==> config.mk <==
export PLATFORM = sky130hd
export DESIGN_NAME = morse_key_capture_flat
export DESIGN_NICKNAME = d
export VERILOG_FILES = /design/src/rtl/morse_key_capture_if.sv /design/src/rtl/morse_key_capture.sv /design/src/flat_wrapper.sv
export SDC_FILE = /design/constraint.sdc
export NUM_CORES = 1
export LEC_CHECK = 0
export BUFFER_PORTS_ARGS = -buffer_cell sky130_fd_sc_hd__buf_2
export CAP_MARGIN = 25
export CORE_MARGIN = 5
export CORE_UTILIZATION = 45
export DETAILED_ROUTE_END_ITERATION = 7
export HOLD_SLACK_MARGIN = 0.1
export SLEW_MARGIN = 5
export SYNTH_ARGS = -nofsm -noshare
export SYNTH_HDL_FRONTEND = slang
export SYNTH_SLANG_ARGS = --single-unit
==> constraint.sdc <==
create_clock -name clk -period 7.61 [get_ports clk]
set_input_delay 1.9025 -clock clk [delete_from_list [all_inputs] [get_ports clk]]
set_output_delay 1.9025 -clock clk [all_outputs]
set_load 0.005 [all_outputs]
==> src/rtl/morse_key_capture_if.sv <==
// Signal bundle between a Morse key source and morse_key_capture.
// The master drives the raw key; the slave returns the captured letter.
interface morse_key_capture_if;
    logic       key_in;
    logic       key_level;
    logic [1:0] morse_one;
    logic [1:0] morse_two;
    logic [1:0] morse_three;
    logic [1:0] morse_four;
    logic [1:0] morse_five;
    logic [2:0] symbol_count;
    logic       letter_done;
    logic       overflow;

    modport master (
        output key_in,
        input  key_level, morse_one, morse_two, morse_three, morse_four,
               morse_five, symbol_count, letter_done, overflow
    );

    modport slave (
        input  key_in,
        output key_level, morse_one, morse_two, morse_three, morse_four,
               morse_five, symbol_count, letter_done, overflow
    );
endinterface

==> src/rtl/morse_key_capture.sv <==
// Key front end for morse_decoder: synchronise, debounce, classify presses as
// dot/dash into five 2-bit slots and strobe letter_done after an idle gap.
module morse_key_capture #(
    parameter int unsigned DEBOUNCE_CYCLES   = 1000000,
    parameter int unsigned DASH_CYCLES       = 25000000,
    parameter int unsigned LETTER_GAP_CYCLES = 60000000,
    parameter int unsigned CNT_W             = 27
) (
    input  logic               clk,
    input  logic               reset_n,
    morse_key_capture_if.slave kif
);
    typedef enum logic [1:0] {IDLE, PRESS, GAP, DONE} state_t;

    localparam logic [CNT_W-1:0] CNT_ONE  = CNT_W'(1);
    localparam logic [CNT_W-1:0] DEB_LAST = CNT_W'(DEBOUNCE_CYCLES - 1);
    localparam logic [CNT_W-1:0] DASH_MAX = CNT_W'(DASH_CYCLES);
    localparam logic [CNT_W-1:0] GAP_LAST = CNT_W'(LETTER_GAP_CYCLES - 1);

    logic             key_meta, key_sync;
    logic             key_level, key_level_d;
    logic [CNT_W-1:0] deb_cnt;
    logic             rise, fall;

    state_t           state, state_next;
    logic [CNT_W-1:0] press_cnt, press_inc, gap_cnt;
    logic [1:0]       symbol;
    logic [1:0]       slots [5];
    logic [2:0]       symbol_count;
    logic             ovf_flag;
    logic             done_set, ovf_set;
    logic             letter_done, overflow;

    // NOTE: sequential state uses non-blocking assignments so every flop samples
    // pre-edge values; blocking here would turn the two-flop synchroniser into one flop.
    always_ff @(posedge clk or negedge reset_n) begin
        if (!reset_n) begin
            key_meta <= 1'b0;
            key_sync <= 1'b0;
        end else begin
            key_meta <= kif.key_in;
            key_sync <= key_meta;
        end
    end

    always_ff @(posedge clk or negedge reset_n) begin
        if (!reset_n) begin
            deb_cnt     <= '0;
            key_level   <= 1'b0;
            key_level_d <= 1'b0;
        end else begin
            key_level_d <= key_level;
            if (key_sync == key_level) begin
                deb_cnt <= '0;
            end else if (deb_cnt == DEB_LAST) begin
                deb_cnt   <= '0;
                key_level <= ~key_level;
            end else begin
                deb_cnt <= deb_cnt + CNT_ONE;
            end
        end
    end

    assign rise = key_level & ~key_level_d;
    assign fall = ~key_level & key_level_d;

    always_ff @(posedge clk or negedge reset_n) begin
        if (!reset_n) state <= IDLE;
        else          state <= state_next;
    end

    // NOTE: every always_comb output gets a default first so no path leaves it
    // unassigned, which would otherwise infer a latch.
    always_comb begin
        state_next = state;
        case (state)
            IDLE:    if (key_level) state_next = PRESS;
            PRESS:   if (fall) state_next = GAP;
            GAP: begin
                if (rise)                    state_next = PRESS;
                else if (gap_cnt == GAP_LAST) state_next = DONE;
            end
            DONE:    state_next = IDLE;
            default: state_next = IDLE;
        endcase
    end

    always_comb begin
        done_set = 1'b0;
        ovf_set  = 1'b0;
        if (state == GAP && state_next == DONE) begin
            done_set = ~ovf_flag;
            ovf_set  = ovf_flag;
        end
    end

    // The press decision counts the release cycle too, so press_inc equals the
    // number of cycles key_level was high.
    assign press_inc = (press_cnt == DASH_MAX) ? press_cnt : press_cnt + CNT_ONE;
    assign symbol    = (press_inc == DASH_MAX) ? 2'b10 : 2'b01;

    // NOTE: the five slots are a handful of flops, not a RAM, so they are reset
    // like any other register.
    always_ff @(posedge clk or negedge reset_n) begin
        if (!reset_n) begin
            press_cnt    <= '0;
            gap_cnt      <= '0;
            symbol_count <= 3'd0;
            ovf_flag     <= 1'b0;
            letter_done  <= 1'b0;
            overflow     <= 1'b0;
            for (int i = 0; i < 5; i++) slots[i] <= 2'b00;
        end else begin
            letter_done <= done_set;
            overflow    <= ovf_set;
            case (state)
                IDLE: begin
                    press_cnt <= '0;
                    gap_cnt   <= '0;
                end
                PRESS: begin
                    press_cnt <= press_inc;
                    if (fall) begin
                        gap_cnt <= '0;
                        if (symbol_count < 3'd5) begin
                            slots[symbol_count] <= symbol;
                            symbol_count        <= symbol_count + 3'd1;
                        end else begin
                            ovf_flag <= 1'b1;
                        end
                    end
                end
                GAP: begin
                    if (rise) begin
                        gap_cnt   <= '0;
                        press_cnt <= '0;
                    end else begin
                        gap_cnt <= gap_cnt + CNT_ONE;
                    end
                end
                DONE: begin
                    symbol_count <= 3'd0;
                    ovf_flag     <= 1'b0;
                    for (int i = 0; i < 5; i++) slots[i] <= 2'b00;
                end
                default: ;
            endcase
        end
    end

    assign kif.key_level    = key_level;
    assign kif.morse_one    = slots[0];
    assign kif.morse_two    = slots[1];
    assign kif.morse_three  = slots[2];
    assign kif.morse_four   = slots[3];
    assign kif.morse_five   = slots[4];
    assign kif.symbol_count = symbol_count;
    assign kif.letter_done  = letter_done;
    assign kif.overflow     = overflow;
endmodule

==> src/flat_wrapper.sv <==
// flat-port wrapper written by rule: the top's interface ports become plain ports
module morse_key_capture_flat 
#(
    parameter int unsigned DEBOUNCE_CYCLES   = 1000000,
    parameter int unsigned DASH_CYCLES       = 25000000,
    parameter int unsigned LETTER_GAP_CYCLES = 60000000,
    parameter int unsigned CNT_W             = 27
)
  (clk, reset_n, kif_key_in, kif_key_level, kif_morse_one, kif_morse_two, kif_morse_three, kif_morse_four, kif_morse_five, kif_symbol_count, kif_letter_done, kif_overflow);
  morse_key_capture_if kif_i ();
  input  logic clk;
  input  logic reset_n;
  input wire logic [$bits(kif_i.key_in)-1:0] kif_key_in;
  output wire logic [$bits(kif_i.key_level)-1:0] kif_key_level;
  output wire logic [$bits(kif_i.morse_one)-1:0] kif_morse_one;
  output wire logic [$bits(kif_i.morse_two)-1:0] kif_morse_two;
  output wire logic [$bits(kif_i.morse_three)-1:0] kif_morse_three;
  output wire logic [$bits(kif_i.morse_four)-1:0] kif_morse_four;
  output wire logic [$bits(kif_i.morse_five)-1:0] kif_morse_five;
  output wire logic [$bits(kif_i.symbol_count)-1:0] kif_symbol_count;
  output wire logic [$bits(kif_i.letter_done)-1:0] kif_letter_done;
  output wire logic [$bits(kif_i.overflow)-1:0] kif_overflow;
  assign kif_i.key_in = kif_key_in;
  assign kif_key_level = kif_i.key_level;
  assign kif_morse_one = kif_i.morse_one;
  assign kif_morse_two = kif_i.morse_two;
  assign kif_morse_three = kif_i.morse_three;
  assign kif_morse_four = kif_i.morse_four;
  assign kif_morse_five = kif_i.morse_five;
  assign kif_symbol_count = kif_i.symbol_count;
  assign kif_letter_done = kif_i.letter_done;
  assign kif_overflow = kif_i.overflow;
  morse_key_capture #(.DEBOUNCE_CYCLES(DEBOUNCE_CYCLES), .DASH_CYCLES(DASH_CYCLES), .LETTER_GAP_CYCLES(LETTER_GAP_CYCLES), .CNT_W(CNT_W)) u_core (.clk(clk), .reset_n(reset_n), .kif(kif_i));
endmodule
# Word level (Yosys, flattened, before mapping)
# Index checks and enable logic that the tools add are counted.
# op_classes
add_sub_neg	4
order_cmp	3
eq_ne	13
n_mux	28
bitwise	7
n_reduce_logical	10
# op_table
cell	n
2-to-1 mux 27 bit	6
case mux 27 bit (3 select lines)	2
adder 27 x 1 -> 27 bit (second input constant)	3
equality test 27 x 25 -> 1 bit (second input constant)	2
equality test 27 x 20 -> 1 bit (second input constant)	1
equality test 27 x 26 -> 1 bit (second input constant)	1
2-to-1 mux 10 bit	2
case mux 10 bit (2 select lines)	1
2-to-1 mux 2 bit	6
bitwise mux 10 bit	1
case mux 2 bit (4 select lines)	1
demux 2 bit (select 3 bit)	1
equality test 2 bit (second input constant)	3
2-to-1 mux 3 bit	2
inequality test 2 x 1 -> 1 bit (second input constant)	3
case mux 3 bit (2 select lines)	1
AND reduction 2 bit	3
AND reduction 3 bit	2
greater-or-equal comparator 4 bit (second input constant)	1
< comparator 4 x 1 -> 1 bit (second input constant)	1
2-to-1 mux 1 bit	4
inverter 1 bit	4
inverter 3 -> 4 bit	1
adder 3 x 1 -> 3 bit (second input constant)	1
10 further kinds	12
# totals
regBits	103
inputBits	3
output_inout_bits	16
elab_cells	82

# Depth between registers and ports, before layout
# Gate-level depths: netlist of run 1.
# logic_depth
ltp_word	9
ltp_mapped	10
ltp_nobuf	9

# Worst setup path before layout of run 1
# No wires, ideal clock.
# synth_path
path_kind	register to register
start	register u_core.press_cnt[0]
end	register u_core.slots, in the netlist u_core.kif.morse_five[0]
setup_ns	0.121
arrival_ns	3.001
required_ns	7.489
slack_ns	4.488
stages_incl_launch_ff	11
path_buffers	1
cell_sequence	dfrtp_1 -> inv_1 -> ha_1 -> or4b_1 -> or4_4 -> or4_4 -> a211oi_2 -> nand4_1 -> or4_1 -> buf_2 -> a22o_1
# synth_via
elab_chain_cells	8
elab_cells_between_ends	9
cone_classes	add/sub: 1; eq/ne: 2; mux: 6
# synth_rtl
item	line_no	rtl
start, declared	morse_key_capture.sv:26	logic [CNT_W-1:0] press_cnt, press_inc, gap_cnt;
start signal, assigned	morse_key_capture.sv:122	press_cnt <= press_inc;
adder 27 x 1 -> 27 bit or equality test 27 x 25 -> 1 bit (tied branches)	morse_key_capture.sv:99	assign press_inc = (press_cnt == DASH_MAX) ? press_cnt : press_cnt + CNT_ONE;
2-to-1 mux 27 bit (*)	morse_key_capture.sv:99	
equality test 27 x 25 -> 1 bit (*)	morse_key_capture.sv:100	assign symbol = (press_inc == DASH_MAX) ? 2'b10 : 2'b01;
2-to-1 mux 2 bit (*)	morse_key_capture.sv:100	
bitwise mux 10 bit (*)	morse_key_capture.sv:126	slots[symbol_count] <= symbol;
2-to-1 mux 10 bit (*)	morse_key_capture.sv:125	if (symbol_count < 3'd5) begin
2-to-1 mux 10 bit (*)	morse_key_capture.sv:123	if (fall) begin
case mux 10 bit (2 select lines) (*)	morse_key_capture.sv:116	case (state)
end signal, assigned by index	morse_key_capture.sv:126	
end, declared	morse_key_capture.sv:28	logic [1:0] slots [5];
# Every way passes the cells marked *; elsewhere a longest branch is shown, timed or not. The select of a mux whose other input is x is not followed.
# A chain may end at the register's enable or synchronous reset.

# Worst setup path in the final report of run 1
# layout_path
start	register u_core.press_cnt[0]
end	register u_core.slots, in the netlist u_core.kif.morse_one[0]
# The elaborated chain is that of the path after synthesis.

==> impl_metrics.py, run 1 <==
metrics = {
    "hold_path": {
        "hold_path.class": "reg2reg",
    },
    "sta": {
        "max-slew-margin-rel_pct": 43.0,
        "rsz0062_at_grt": "false",
        "tns_ps": 0,
        "setup_viol": 0,
        "final_max_slew_viol_count": 0,
        "finalCritPeriodShare_pct": 45.0,
        "finClkSkew_ps": 8.16,
        "fmax_mhz": 292,
        "worst_slew_pin_slew_ps": 847,
        "fin_crit_ps": 3430,
        "hold_violations": 0,
    },
    "worst_setup_path": {
        "crit_path_end_kind": "flip-flop",
        "crit_path_start_kind": "flip-flop",
        "crit_top_cell": "or4_4",
        "cp.required_ps": 7800,
        "crit_arrival_ps": 3620,
        "path_class": "reg2reg",
        "slowest_stage": "nor4_1",
        "path_cells": "inv_1, ha_1, or4b_1, or4_4, or4_4, a211oi_1, nand4_1, nor4_1, o21ai_0",
        "r2r_slack_ps": 4180,
        "max_stage_delay_ps": 660,
        "crit_fanout": 9,
    },
    "clock_tree": {
        "cts_root_buffer": "clkbuf_16",
        "cts_tree": "done",
        "postCtsHoldBufs": 0,
        "ctsResizeCount": 0,
        "postCtsSetupRepairBufs": 0,
        "cts_buffers": 9,
        "clock_latency_ps": 350,
        "clk_path_buf_depth": 2,
        "htreeDepth": 3,
        "clk_transition_reported_paths_ps": 70,
        "clock-sinks": 103,
    },
    "synth": {
        "yosys_warnings": 0,
        "synth_compound_area_share_pct": 16.3,
        "synth.most_common_cell": "dfrtp_1",
        "syn_inst": 652,
        "synth_top_area_share_pct": 45.4,
        "synth_top_family_by_area": "simple AND/OR/NAND/NOR gates",
        "synth-adder-area-share_pct": 1.10,
        "synthTopCellsByArea": "dfrtp_1 (45%), o21ai_0 (7.0%), nor2_1 (4.8%), nand2_1 (4.2%), xnor2_1 (3.6%)",
        "ys_ff_latch": 103,
        "synth_seq_area_share_pct": 45.4,
        "syn_area_um2": 5670,
        "synth_edf_count": 0,
        "synth.largest_area_cell": "dfrtp_1",
        "ys_async_sr_fraction_pct": 100,
        "synthSimpleGateAreaFrac_pct": 26.5,
        "syn_area_per_cell_um2": 8.70,
        "synthTopCellsByCount": "dfrtp_1 (103), o21ai_0 (79), nor2_1 (72)",
        "synth.distinct_cells": 56,
        "synth.net_count": 660,
        "synth-main-ff-cell": "dfrtp_1",
        "synth.area.mux_share_pct": 0.198,
        "synth_xor_area_share_pct": 7.10,
    },
    "route": {
        "vias": 4944,
        "drtPass1Iterations": 5,
        "wire_per_inst_um": 15.9,
        "drt-initial-drc-count": 353,
        "wirelength_mm": 13.2,
        "drt-vias-per-instance": 5.98,
        "drc": 0,
        "detail-route-antenna-nets": 0,
    },
    "die": {
        "num_rows": 41,
        "io_pins": 19,
        "die_area_um2": 15000,
        "die_height_um": 122,
        "die_x_um": 122,
        "start_util_pct": 45.5,
        "placeableCoreArea_um2": 12500,
    },
    "grt": {
        "busiest_layer": "met2",
        "track_usage_pct": 18.2,
        "antenna_found_initial": 0,
        "grt_pass1_vias": 4569,
        "met2_usage_pct": 28.9,
        "grt_max_degree": 62,
        "gr-total-overflow": 0,
        "met1_usage_pct": 25.9,
        "grtUsageMet3_pct": 3.04,
        "grt_pass1_wl_mm": 22.4,
    },
    "pwr": {
        "p_per_area_nw_per_um2": 173,
        "p_leak_nw": 2.53,
        "peakVddDrop_v": 0.000105,
        "total_power_w": 0.00107,
    },
    "finish": {
        "num-nets-final": 658,
        "drive_gt1_share_pct": 7.33,
        "nFillCells": 1192,
        "layout-area-overhead-vs-synth_pct": 9.26,
        "n_antenna_cell": 0,
    },
    "placement": {
        "hpwl_mm": 8.76,
        "io_buffers": 18,
        "gp_routability_congestion": 0.913,
    },
    "job": {
        "maxCapViolCount": 0,
    },
    "run_status": {
        "outcome": "finished, final reports clean",
    },
}
[area by class of cell]
cell class | instances | area, um^2 | share of cell area (%)
tap | 172 | 215 | 3.47
multi-input combinational | 501 | 2900 | 46.8
clock inverter | 6 | 92.6 | 1.49
sequential | 103 | 2580 | 41.6
clock buffer | 10 | 229 | 3.69
inverter | 10 | 37.5 | 0.605
timing repair buffer | 25 | 145 | 2.34
[stage by stage]
stage | cell area (um^2) | utilization [%] | hold slack [ps] | instances | setup WS, ps
detailed placement | 5880 | 47.2 | 340 | 811 | 4210
floorplan | 5670 | - | 331 | 652 | 4490
global route | 6200 | 49.7 | 371 | 827 | 3940
CTS | 6200 | 49.7 | 356 | 827 | 4210
global placement | 5880 | 47.2 | 345 | 811 | 4300
finish | 6200 | 49.7 | 352 | 827 | 4180
[sequential cells by signal, summed over array words and instances (netlist names)]
signal                   count
u_core.key_sync              1
u_core.key_meta              1
u_core.press_cnt            27
u_core.kif.morse_three       2
u_core.kif.morse_two         2
u_core.state                 2
u_core.deb_cnt              27
u_core.key_level_d           1
u_core.kif.letter_done       1
u_core.kif.symbol_count      3
u_core.ovf_flag              1
u_core.gap_cnt              27
u_core.kif.morse_one         2
u_core.kif.morse_five        2
u_core.kif.overflow          1
u_core.kif.morse_four        2
u_core.kif.key_level         1
[per-layer routing]
layer	wire (um)	share of wire (%)
met5	0	0
met3	464	3.5
met2	6110	46
met1	6430	49
met4	167	1.3
[kinds of logic (layout without fill, tap and decap cells)]
group	count (synthesis)	in the layout
flip-flops	103	103
buffers and inverters	48	51
AND/OR/NAND/NOR	294	294
multiplexers	1	1
adder cells (fa/ha/maj)	5	5
XOR/XNOR	46	46
AO/OA/AOI/OAI	155	155
[worst max-delay path, delay by kind of cell (launching register included)]
kind                       cells  cell delay (ps)
AOI/OAI and AO/OA              2              460
adders and majority gates      1              140
buffers and inverters          1              110
DFF                            1              460
and+or+nand+nor                5             2100
[cells in the final DEF, fill, tap and decap left out, drive strengths merged, types with 6 or more instances in the layout]
| cell | n |
|---|---|
| xnor2 | 23 |
| o31ai | 7 |
| and3 | 23 |
| clkbuf | 10 |
| nor4 | 16 |
| inv | 12 |
| or4 | 7 |
| buf | 25 |
| dfrtp | 103 |
| xor2 | 23 |
| nor2 | 72 |
| nor3 | 15 |
| nand2 | 63 |
| or3 | 6 |
| a21oi | 20 |
| a31oi | 20 |
| o21ai | 80 |
| nand3 | 34 |
| nand4 | 26 |
| and4 | 7 |
[report_power, final]
group | switching [W] | internal (W) | total (W)
logic | 0.0000141 | 0.00000251 | 0.0000166
registers | 0.00000166 | 0.000549 | 0.000550
clock network | 0.000215 | 0.000292 | 0.000507
[worst paths after layout]
kind,cells after the start,end,from
worst max-delay path,9,u_core.kif.morse_one[0],u_core.press_cnt[0]
worst min-delay path,0,u_core.key_sync,u_core.key_meta
worst max register to register,9,u_core.kif.morse_one[0],u_core.press_cnt[0]
worst min register to register,0,u_core.key_sync,u_core.key_meta
max in group asynchronous,2,u_core.state[1],reset_n
min in group asynchronous,1,u_core.deb_cnt[18],reset_n
Note: power is estimated with default switching activity, not from simulation.
==> run 2, diff against run 1 <==
==> constraint.sdc (replaced) <==
create_clock -name clk -period 3.15 [get_ports clk]
set_input_delay 0.7875 -clock clk [delete_from_list [all_inputs] [get_ports clk]]
set_output_delay 0.7875 -clock clk [all_outputs]
set_load 0.005 [all_outputs]
==> impl_metrics.py, run 2 (synthesis gave the netlist of run 1 again) <==
metrics = {
    "worst_setup_path": {
        "r2r_slack_ps": 120,
        "cp.required_ps": 3390,
        "crit_path_end_kind": "flip-flop",
        "crit_path_start_kind": "flip-flop",
        "crit_arrival_ps": 3270,
        "crit_fanout": 6,
        "path_class": "reg2reg",
        "r2r_cells": 9,
    },
    "sta": {
        "fin_ws_ps": 121,
        "finalCritPeriodShare_pct": 96.1,
        "max-slew-margin-rel_pct": 47.5,
        "fin_crit_ps": 3030,
        "hold_violations": 0,
        "worst_slew_pin_slew_ps": 784,
        "fmax_mhz": 330,
        "final_max_slew_viol_count": 0,
        "tns_ps": 0,
        "finClkSkew_ps": 4.65,
        "setup_viol": 0,
        "rsz0062_at_grt": "false",
    },
    "placement": {
        "dp.cells": 834,
        "postPlaceCellArea_um2": 6060,
        "dp_slack_ps": -106,
        "hpwl_mm": 9.16,
        "gp_routability_congestion": 0.881,
        "io_buffers": 18,
    },
    "hold_path": {
        "hold_depth": 0,
        "hold_path.class": "reg2reg",
    },
    "finish": {
        "final_cell_count_no_fill": 848,
        "final_cell_area_um2": 6330,
        "n_antenna_cell": 0,
        "final_cell_mix": "dfrtp_1 (103), o21ai_0 (79), nor2_1 (72)",
        "num-nets-final": 681,
        "final_common_cell": "dfrtp_1",
        "drive_gt1_share_pct": 10.4,
        "layout-area-overhead-vs-synth_pct": 11.5,
        "top_regs": "u_core.deb_cnt (27), u_core.gap_cnt (27), u_core.press_cnt (27)",
    },
    "route": {
        "drt-initial-drc-count": 359,
        "drc": 0,
        "wirelength_mm": 13.2,
        "drt-vias-per-instance": 5.80,
        "wire_per_inst_um": 15.5,
        "vias": 4916,
        "detail-route-antenna-nets": 0,
        "drtPass1Iterations": 5,
    },
    "grt": {
        "busiest_layer": "met2",
        "met1_usage_pct": 26.2,
        "track_usage_pct": 18.7,
        "grt_pass1_wl_mm": 22.5,
        "grtUsageMet3_pct": 4.47,
        "grt_max_degree": 67,
        "gr-total-overflow": 0,
        "grt_pass1_vias": 4600,
        "antenna_found_initial": 0,
        "met2_usage_pct": 28.5,
    },
    "pwr": {
        "p_leak_nw": 2.64,
        "p_per_area_nw_per_um2": 381,
        "peakVddDrop_v": 0.000305,
    },
    "die": {
        "placeableCoreArea_um2": 12500,
        "die_height_um": 122,
        "start_util_pct": 45.5,
        "io_pins": 19,
        "die_area_um2": 15000,
        "num_rows": 41,
        "die_x_um": 122,
    },
    "clock_tree": {
        "cts_buffers": 9,
        "clock_latency_ps": 350,
        "htreeDepth": 3,
        "clk_transition_reported_paths_ps": 70,
        "postCtsHoldBufs": 0,
        "clk_path_buf_depth": 2,
        "postCtsSetupRepairBufs": 0,
        "cts_tree": "done",
        "clock-sinks": 103,
        "cts_root_buffer": "clkbuf_16",
    },
    "job": {
        "maxCapViolCount": 0,
    },
    "run_status": {
        "outcome": "finished, final reports clean",
    },
}
[run 2: critical path: stages (launching register included)]
cell	delay [ps]
dfrtp_1	380
inv_1	80
ha_1	150
or4b_1	430
or4_4	440
or4_4	440
a211oi_2	190
nand4_1	100
or4_4	490
a22o_1	220
[run 2: final cells by class]
| class | count | area [um^2] |
|---|---|---|
| repair buffers | 48 | 330 |
| inverters | 10 | 37.5 |
| clock inverters | 3 | 18.8 |
| multi-input cells | 501 | 2910 |
| fillers | 1180 | 6140 |
| clock buffers | 11 | 243 |
| flip-flops and latches | 103 | 2580 |
| well taps | 172 | 215 |
[run 2: layer usage]
layer	wire length [um]	vias up
met5	0	-
met4	182	0
met3	502	14
met2	6090	97
met1	6390	2398
li1	-	2407
[run 2: stage by stage]
stage,util [%],hold slack (ps),total power [W]
global placement,48.6,345,0.00140
CTS,50.8,352,0.00244
floorplan,-,331,0.00137
finish,50.8,350,0.00241
detailed placement,48.6,345,0.00140
global route,50.8,363,0.00249
[run 2: power by group]
group          total (W)  switching [W]  leakage, nW  internal [W]
combinational  0.0000418      0.0000339         1.07    0.00000786
clock            0.00104       0.000490        0.132      0.000550
sequential       0.00133     0.00000422         1.43       0.00133
total            0.00241       0.000529         2.64       0.00188
[run 2: timing repair]
item                                    CTS  global route
pin swaps                                 0             2
gates cloned                              0             0
resized for setup                         1             0
endpoints found under the setup margin    5             5
[run 2: final timing paths]
kind | start | to
worst max-delay path | u_core.press_cnt[0] | u_core.kif.morse_five[0]
worst min-delay path | u_core.key_meta | u_core.key_sync
worst max register to register | u_core.press_cnt[0] | u_core.kif.morse_five[0]
worst min register to register | u_core.key_meta | u_core.key_sync
max in group asynchronous | reset_n | u_core.kif.morse_five[0]
min in group asynchronous | reset_n | u_core.deb_cnt[18]
